[src/rtl/scan_chain_ctrl.sv]
// Load/capture/unload sequencer for an attached mux-D scan chain of CHAIN_LEN flops.
// Define SCAN_CHAIN_CTRL_CMP_EN to compare the unloaded response against EXP.
module scan_chain_ctrl #(
    parameter int CHAIN_LEN = 16
) (
    input  logic                 CK,
    input  logic                 RN,
    input  logic                 START,
    input  logic                 ABORT,
    input  logic [CHAIN_LEN-1:0] PAT,
    input  logic [CHAIN_LEN-1:0] EXP,
    input  logic                 SO,
    output logic                 SI,
    output logic                 SE,
    output logic                 SP,
    output logic                 BUSY,
    output logic                 DONE,
    output logic [CHAIN_LEN-1:0] RESP,
    output logic                 MISMATCH
);
    localparam int CNT_W = (CHAIN_LEN > 1) ? $clog2(CHAIN_LEN) : 1;
    localparam logic [CNT_W-1:0] CNT_TC   = CNT_W'(CHAIN_LEN - 1);
    localparam logic [CNT_W-1:0] CNT_ONE  = CNT_W'(1);
    localparam logic [CNT_W-1:0] CNT_ZERO = CNT_W'(0);

    typedef enum logic [2:0] {
        IDLE   = 3'd0,
        LOAD   = 3'd1,
        CAPT   = 3'd2,
        UNLOAD = 3'd3,
        FIN    = 3'd4
    } state_t;

    state_t               r_state;
    logic [CNT_W-1:0]     r_cnt;
    logic [CHAIN_LEN-1:0] r_pat;
    logic [CHAIN_LEN-1:0] r_resp;
    logic                 r_se;
    logic                 r_sp;
    logic                 r_busy;
    logic                 r_done;

    logic [CHAIN_LEN-1:0] w_resp_shift;
    logic                 w_cnt_tc;
    logic                 w_abort;

    assign w_resp_shift = {r_resp[CHAIN_LEN-2:0], SO};
    assign w_cnt_tc     = (r_cnt == CNT_TC);
    assign w_abort      = ABORT && ((r_state == LOAD) || (r_state == CAPT) || (r_state == UNLOAD));

    // The pattern register drains to zero during LOAD and is cleared on abort,
    // so its MSB is a valid registered SI in every state.
    assign SI   = r_pat[CHAIN_LEN-1];
    assign SE   = r_se;
    assign SP   = r_sp;
    assign BUSY = r_busy;
    assign DONE = r_done;
    assign RESP = r_resp;

    // Sequencer: state, bit counter, pattern/response shifters and chain controls.
    always_ff @(posedge CK or negedge RN) begin
        if (!RN) begin
            r_state <= IDLE;
            r_cnt   <= CNT_ZERO;
            r_pat   <= {CHAIN_LEN{1'b0}};
            r_resp  <= {CHAIN_LEN{1'b0}};
            r_se    <= 1'b0;
            r_sp    <= 1'b0;
            r_busy  <= 1'b0;
            r_done  <= 1'b0;
        end else if (w_abort) begin
            r_state <= IDLE;
            r_cnt   <= CNT_ZERO;
            r_pat   <= {CHAIN_LEN{1'b0}};
            r_se    <= 1'b0;
            r_sp    <= 1'b0;
            r_busy  <= 1'b0;
            r_done  <= 1'b0;
        end else begin
            case (r_state)
                IDLE: begin
                    r_done <= 1'b0;
                    if (START) begin
                        r_state <= LOAD;
                        r_cnt   <= CNT_ZERO;
                        r_pat   <= PAT;
                        r_se    <= 1'b1;
                        r_sp    <= 1'b1;
                        r_busy  <= 1'b1;
                    end else begin
                        r_se   <= 1'b0;
                        r_sp   <= 1'b0;
                        r_busy <= 1'b0;
                    end
                end
                LOAD: begin
                    r_pat <= {r_pat[CHAIN_LEN-2:0], 1'b0};
                    if (w_cnt_tc) begin
                        r_state <= CAPT;
                        r_cnt   <= CNT_ZERO;
                        r_se    <= 1'b0;
                    end else begin
                        r_cnt <= r_cnt + CNT_ONE;
                    end
                end
                CAPT: begin
                    r_state <= UNLOAD;
                    r_cnt   <= CNT_ZERO;
                    r_se    <= 1'b1;
                end
                UNLOAD: begin
                    r_resp <= w_resp_shift;
                    if (w_cnt_tc) begin
                        r_state <= FIN;
                        r_cnt   <= CNT_ZERO;
                        r_se    <= 1'b0;
                        r_sp    <= 1'b0;
                        r_done  <= 1'b1;
                    end else begin
                        r_cnt <= r_cnt + CNT_ONE;
                    end
                end
                FIN: begin
                    r_state <= IDLE;
                    r_cnt   <= CNT_ZERO;
                    r_se    <= 1'b0;
                    r_sp    <= 1'b0;
                    r_busy  <= 1'b0;
                    r_done  <= 1'b0;
                end
                default: begin
                    r_state <= IDLE;
                    r_cnt   <= CNT_ZERO;
                    r_pat   <= {CHAIN_LEN{1'b0}};
                    r_se    <= 1'b0;
                    r_sp    <= 1'b0;
                    r_busy  <= 1'b0;
                    r_done  <= 1'b0;
                end
            endcase
        end
    end

`ifdef SCAN_CHAIN_CTRL_CMP_EN
    logic [CHAIN_LEN-1:0] r_exp;
    logic                 r_mismatch;

    // Expected response is latched at START; the compare result lives only in FIN.
    always_ff @(posedge CK or negedge RN) begin
        if (!RN) begin
            r_exp      <= {CHAIN_LEN{1'b0}};
            r_mismatch <= 1'b0;
        end else if ((r_state == IDLE) && START) begin
            r_exp      <= EXP;
            r_mismatch <= 1'b0;
        end else if ((r_state == UNLOAD) && !ABORT && w_cnt_tc) begin
            r_mismatch <= (w_resp_shift != r_exp);
        end else begin
            r_mismatch <= 1'b0;
        end
    end

    assign MISMATCH = r_mismatch;
`else
    assign MISMATCH = 1'b0;
`endif

endmodule

[config.mk]
export PLATFORM = sky130hd
export DESIGN_NAME = scan_chain_ctrl
export DESIGN_NICKNAME = d
export VERILOG_FILES = /design/src/rtl/scan_chain_ctrl.sv
export SDC_FILE = /design/constraint.sdc
export NUM_CORES = 1
export LEC_CHECK = 0
export CORE_ASPECT_RATIO = 0.6
export CORE_MARGIN = 3
export CORE_UTILIZATION = 35
export CTS_BUF_LIST = sky130_fd_sc_hd__clkbuf_8
export CTS_CLUSTER_DIAMETER = 60
export DETAILED_ROUTE_END_ITERATION = 10
export SYNTH_ARGS = -nofsm -noshare
export SYNTH_HDL_FRONTEND = slang
export SYNTH_SLANG_ARGS = --single-unit
[constraint.sdc]
create_clock -name CK -period 1.9 [get_ports CK]
set_input_delay 0.19 -clock CK [delete_from_list [all_inputs] [get_ports CK]]
set_output_delay 0.19 -clock CK [all_outputs]
set_load 0.005 [all_outputs]
==> flow_summary_export.csv, run 1 <==
group,metric,value,unit
global_route,antenna_found_initial,0,
clocking,cts_tree,"done",
clocking,clock_sinks,43,
drt,dr.max_layer_used,"met4",
layout,finish.utilization,49.6,%
worst_setup_path,cp.arrival,1830,ps
drt,drtPass1Iterations,4,
drt,remaining_drc_errors,0,
worst_setup_path,path_class,"flop to flop",
drt,vias_per_cell,5.06,
worst_setup_path,startpoint_type,"flop",
pwr,seqPwrFrac,52.5,%
placed_design,placed_area,2490,µm²
synth,yosysWarnings,0,
worst_setup_path,critical_path_buf_inv_count,1,
pwr,switchingPower,0.000508,W
layout,final_cells,263,
synth,syn_avg_cell_area,13.5,µm²
synth,postSynth.asyncResetShare,100,%
floorplanning,ios,59,
pwr,power-per-cell-area,783,nW/µm²
layout,area_growth,32.1,%
sta,final-hold-violation-count,0,
synth,seq_area_frac_synth,54.5,%
pwr,peakVddDrop,317,µV
drt,met1Wirelength,2040,µm
drt,drtIter0Drc,52,
drt,wl_met2,1680,µm
job,cap_violations,0,
pwr,finalPower,0.00204,W
clocking,clk_latency,290,ps
synth,syn-cell-area,1970,µm²
sta,post-route-period-util,87.4,%
pwr,comb_power_share,18.9,%
worst_setup_path,cp_top_family,"flip-flops",
sta,slew_headroom,63.5,%
drt,drt-total-wl,4010,µm
sta,rsz0062_at_grt,"false",
drt,ant_nets,0,
pwr,p_sw_share,24.9,%
floorplanning,dieArea,6600,µm²
placed_design,dp_hpwl,2750,µm
drt,post_drt_wl_per_cell,15.2,µm
global_route,grt_overflow,0,
synth,yosys_register_bits,43,
sta,setup_viol,0,
worst_setup_path,end_kind,"flop",
drt,vias,1330,
worst_setup_path,crit_chain,"nand2b_4, nor3b_4, buf_12, mux2_2",
sta,tns,0,ps
worst_hold_path,hold_path.class,"primary input to asynchronous set/reset pin",
clocking,cts_buffers,5,
worst_setup_path,crit_path_max_incr_delay,630,ps
clocking,path_clk_slew,80,ps
placed_design,port_buffers,41,
outcome,status,"finished, final reports clean",
pwr,p_leak,1.16,nW
floorplanning,core,5260,µm²
synth,synth_cell_types,36,
layout,final_nets,235,
clocking,clockBufferDepth,2,
placed_design,place_inst,254,
worst_setup_path,slowest_stage,"dfrtp_1",
synth,synth_enable_flop_cells,0,
global_route,track_usage,13.1,%
floorplanning,rows,20,
global_route,grt_start_max_net_pins,44,
sta,fmax,602,MHz
placed_design,gp_congestion,0.841,
worst_setup_path,worstPathRequired,2070,ps
worst_setup_path,reg2reg_slack,240,ps
clocking,htreeDepth,2,
worst_setup_path,worst-path-max-fanout,17,
floorplanning,start_util,37.5,%
layout,antenna_cells,0,
layout,drive_above_1_share,27.9,%
synth,syn_nets,184,
pwr,p_int,0.00153,W
pwr,pwr-share-clk,28.5,%
global_route,grt_pass1_vias,1390,
layout,stdcell_area,2610,µm²
global_route,grt_pass1_wl,6860,µm
sta,period_needed,1660,ps
sta,maxSlewViolCount,0,
synth,synth_cells,146,
sta,tightest_slew,547,ps
clocking,clockRootBuffer,"clkbuf_8",
floorplanning,die_height,64.2,µm
layout,nFillCells,451,
sta,clock_skew,5.90,ps
drt,wl_met3,270,µm
synth,synthFlopType,"dfrtp_1",
floorplanning,die_w,103,µm
## cell families (layout without fill, tap and decap cells)
kind of cell	Yosys count	after routing	synth area share [%]
fa+ha+maj	1	1	0.634
xor+xnor	2	2	0.888
simple gates	27	27	9.64
mux	32	32	18.2
flops	43	43	54.5
buf+inv	13	64	4.18
compound gates	27	27	11.7
other cells	1	1	0.190
## layout by cell type (no fill, tap or decap), types with 2 or more instances in the layout
cell type        synthesis  final
o21ai_0                  2      2
a21oi_1                  2      2
nand2_1                  7      7
mux2_2                  30     30
nand2b_1                 3      3
buf_12                   0      3
a22o_1                  16     16
inv_1                    5      5
dfrtp_1                 43     43
clkdlybuf4s50_1          0     40
clkbuf_8                 0      6
buf_4                    2      7
nand3_1                  5      5
o22ai_1                  2      2
## sequential cells by signal (all words and copies together) (netlist names)
register  count
RESP         16
SE            1
r_cnt         4
DONE          1
BUSY          1
r_pat        16
r_state       3
SP            1
## cells in the mapped netlist, drive strengths merged, types with 2 or more instances
master | n | share of area [%]
nand2 | 7 | 1.3
buf | 8 | 3.2
inv | 5 | 0.95
o22ai | 2 | 0.63
o21ai | 2 | 0.51
nor3b | 3 | 2.0
nand2b | 4 | 1.6
a22o | 16 | 7.1
nand3 | 5 | 1.3
a21oi | 2 | 0.51
nor3 | 2 | 0.76
dfrtp | 43 | 55
mux2 | 31 | 18
## power by group through the flow
stage	sequential [W]	clock, W	combinational [W]
global route	0.00109	0.000643	0.000425
CTS	0.00107	0.000602	0.000383
global placement	0.00109	0	0.000366
finish	0.00107	0.000582	0.000387
detailed placement	0.00109	0	0.000379
floorplan	0.00107	0	0.000234
## per-stage QoR
step           setup WS [ps]  hold slack [ps]
6_report                 240              503
5_1_grt                  168              494
4_1_cts                  102              507
3_5_place_dp           -10.3              302
3_3_place_gp            40.8              286
2_1_floorplan            317             -106
## worst paths after layout
path                            startpoint        end  cells after the start
min in group CK                  r_pat[10]  r_pat[10]                      1
worst max-delay path            r_state[1]    RESP[7]                      4
max in group asynchronous               RN   RESP[15]                      3
worst max register to register  r_state[1]    RESP[7]                      4
worst min-delay path                    RN   r_cnt[0]                      3
worst min register to register   r_pat[10]  r_pat[10]                      1
## worst register-to-register path, stage by stage, from the launching register on
cell	delay, ps
dfrtp_1	630
nand2b_4	140
nor3b_4	250
buf_12	180
mux2_2	350
## routing by layer
| layer | up-vias | GRT usage, % |
|---|---|---|
| met5 | - | 0 |
| met4 | 0 | 2.42 |
| met3 | 2 | 5.45 |
| met2 | 39 | 18.8 |
| met1 | 658 | 18.7 |
| li1 | 631 | - |
## repair_timing
item / CTS / global route
setup buffers: 0 / 1
endpoints found under the hold margin: 43 / 0
setup endpoints to repair: 0 / 7
hold buffers: 1 / 0
gates resized for setup: 0 / 0
## cell type report
type                       instances  area, µm²  area share (%)
sequential                        43       1080            41.3
clock buffer                       6       82.6            3.17
tap                               66       82.6            3.17
timing repair buffer              52        528            20.2
inverter                           5       18.8           0.720
clock inverter                     1       5.00           0.192
multi-input combinational         90        815            31.2
Note: power is estimated with default switching activity, not from simulation.
==> inputs of run 2 (changes only) <==
- CTS_CLUSTER_DIAMETER: 60 -> 30
==> results of run 2 <==
Final layout, timing and power as in run 1 (identical DEF).
==> inputs of run 3 (changes only) <==
- SKIP_CTS_REPAIR_TIMING: not set -> 1
==> run 3 against run 2 <==
  * The run now ends with hold timing left
  * Critical path depth is the same
  * Largest cell class unchanged
  * Routed wire length is essentially flat
  * Maximum frequency decreased by 0.13%
  * Clock skew about the same
  * Final cell count fell by 0.38%
  * Final area decreased by 0.38%
  * Total power about the same
  * Worst setup slack lost 2.2 ps
==> flow_summary_export.csv, run 3 (synthesized netlist as in run 1, its figures left out) <==
group,metric,value,unit
pwr,power-per-cell-area,786,nW/µm²
clocking,htreeDepth,2,
outcome,status,"finished with violations",
worst_setup_path,crit_path_max_incr_delay,630,ps
placed_design,dp_hpwl,2750,µm
global_route,antenna_found_initial,0,
clocking,clock_sinks,43,
sta,slew_headroom,63.5,%
clocking,clockBufferDepth,2,
placed_design,place_inst,254,
sta,final-hold-violation-count,43,
worst_setup_path,worstPathRequired,2070,ps
drt,remaining_drc_errors,0,
layout,final_cells,262,
sta,clock_skew,5.84,ps
drt,vias_per_cell,5.07,
floorplanning,rows,20,
floorplanning,die_height,64.2,µm
clocking,cts_buffers,5,
worst_setup_path,end_kind,"flop",
placed_design,gp_congestion,0.841,
sta,setup_viol,0,
worst_setup_path,slowest_stage,"dfrtp_1",
sta,fmax,602,MHz
global_route,grt_start_max_net_pins,44,
worst_setup_path,r2r_start,"r_state[1]",
worst_setup_path,path_class,"flop to flop",
layout,area_growth,31.6,%
global_route,grt_pass1_vias,1391,
worst_setup_path,critical_path_buf_inv_count,1,
outcome,violations,"hold timing",
layout,nFillCells,451,
worst_hold_path,hold_path.class,"primary input to asynchronous set/reset pin",
worst_setup_path,cp_top_family,"flip-flops",
drt,drt-total-wl,4010,µm
floorplanning,core,5260,µm²
drt,drtIter0Drc,44,
layout,antenna_cells,0,
drt,ant_nets,0,
clocking,clk_latency,290,ps
layout,finish.utilization,49.4,%
worst_setup_path,crit_chain,"nand2b_4, nor3b_4, buf_12, mux2_2",
layout,final_nets,234,
pwr,peakVddDrop,316,µV
global_route,track_usage,13.1,%
worst_setup_path,path_depth,4,
global_route,grt_overflow,0,
clocking,path_clk_slew,80,ps
layout,mostFrequentLayoutCell,"dfrtp_1",
pwr,p_leak,1.16,nW
worst_setup_path,worstRegToRegCells,4,
floorplanning,start_util,37.5,%
layout,layout_common_cells,"43 x dfrtp_1, 40 x clkdlybuf4s50_1, 30 x mux2_2",
placed_design,port_buffers,41,
sta,rsz0062_at_grt,"false",
worst_setup_path,regToRegEndpoint,"RESP[7]",
sta,tightest_slew,547,ps
floorplanning,die_w,103,µm
job,cap_violations,0,
drt,drtPass1Iterations,4,
drt,post_drt_wl_per_cell,15.3,µm
worst_setup_path,reg2reg_slack,240,ps
worst_setup_path,worst-path-max-fanout,17,
floorplanning,ios,59,
drt,vias,1329,
layout,drive_above_1_share,28.1,%
sta,maxSlewViolCount,0,
global_route,grt_pass1_wl,6840,µm
sta,period_needed,1660,ps
pwr,finalPower,0.00204,W
sta,post-route-period-util,87.5,%
clocking,cts_tree,"done",
clocking,clockRootBuffer,"clkbuf_8",
sta,hold_ws,-34.7,ps
floorplanning,dieArea,6600,µm²
worst_setup_path,cp.arrival,1840,ps
worst_setup_path,startpoint_type,"flop",
run 3: changes by cell type in the layout (fill, tap and decap cells not counted), sizes merged:
cell | previous run | this run
dlygate4sd3 | 1 | 0
run 3: final cells by class:
| cell class | count | area [µm²] | share of cell area, % |
|---|---|---|---|
| clock buffers | 6 | 82.6 | 3.18 |
| inverters | 5 | 18.8 | 0.723 |
| clock inverters | 1 | 5.00 | 0.193 |
| well taps | 66 | 82.6 | 3.18 |
| repair buffers | 51 | 518 | 19.9 |
| multi-input cells | 90 | 815 | 31.4 |
| flip-flops and latches | 43 | 1080 | 41.4 |
run 3: per-layer routing:
layer  track usage (%)  part of all wire, %  vias up  wire (µm)
li1                  -                    -      630          -
met1              18.6                   51      656       2030
met2              18.8                   42       41       1680
met3              5.45                  7.0        2        282
met4              2.42                 0.40        0         16
met5                 0                    0        -          0
run 3: power breakdown:
part / total [W] / internal (W) / switching (W)
clock network: 0.000582 / 0.000285 / 0.000296
registers: 0.00107 / 0.00101 / 0.0000620
logic: 0.000386 / 0.000236 / 0.000149
total: 0.00204 / 0.00153 / 0.000508
run 3: worst max path at each step:
stage                           from        end  slack, ps
after global placement         ABORT   r_pat[6]         40
after detailed placement       ABORT   r_pat[6]        -10
after floorplan           r_state[2]  r_pat[10]        320
after global routing      r_state[1]    RESP[7]        170
final                     r_state[1]    RESP[7]        240
after CTS                 r_state[1]   r_pat[6]        100
run 3: through the flow:
step | hold WS (ps) | TNS (ps) | setup slack, ps | area (µm²)
2_1_floorplan | -106 | 0 | 317 | 1970
3_3_place_gp | 286 | 0 | 40.8 | 2490
3_5_place_dp | 302 | -21.2 | -10.3 | 2490
4_1_cts | -18.0 | 0 | 102 | 2580
5_1_grt | 13.4 | 0 | 168 | 2600
6_report | -34.7 | 0 | 238 | 2600
run 3: worst register-to-register path: stages (launching register included):
cell and delay [ps]:
dfrtp_1 630, nand2b_4 140, nor3b_4 250, buf_12 180
mux2_2 350
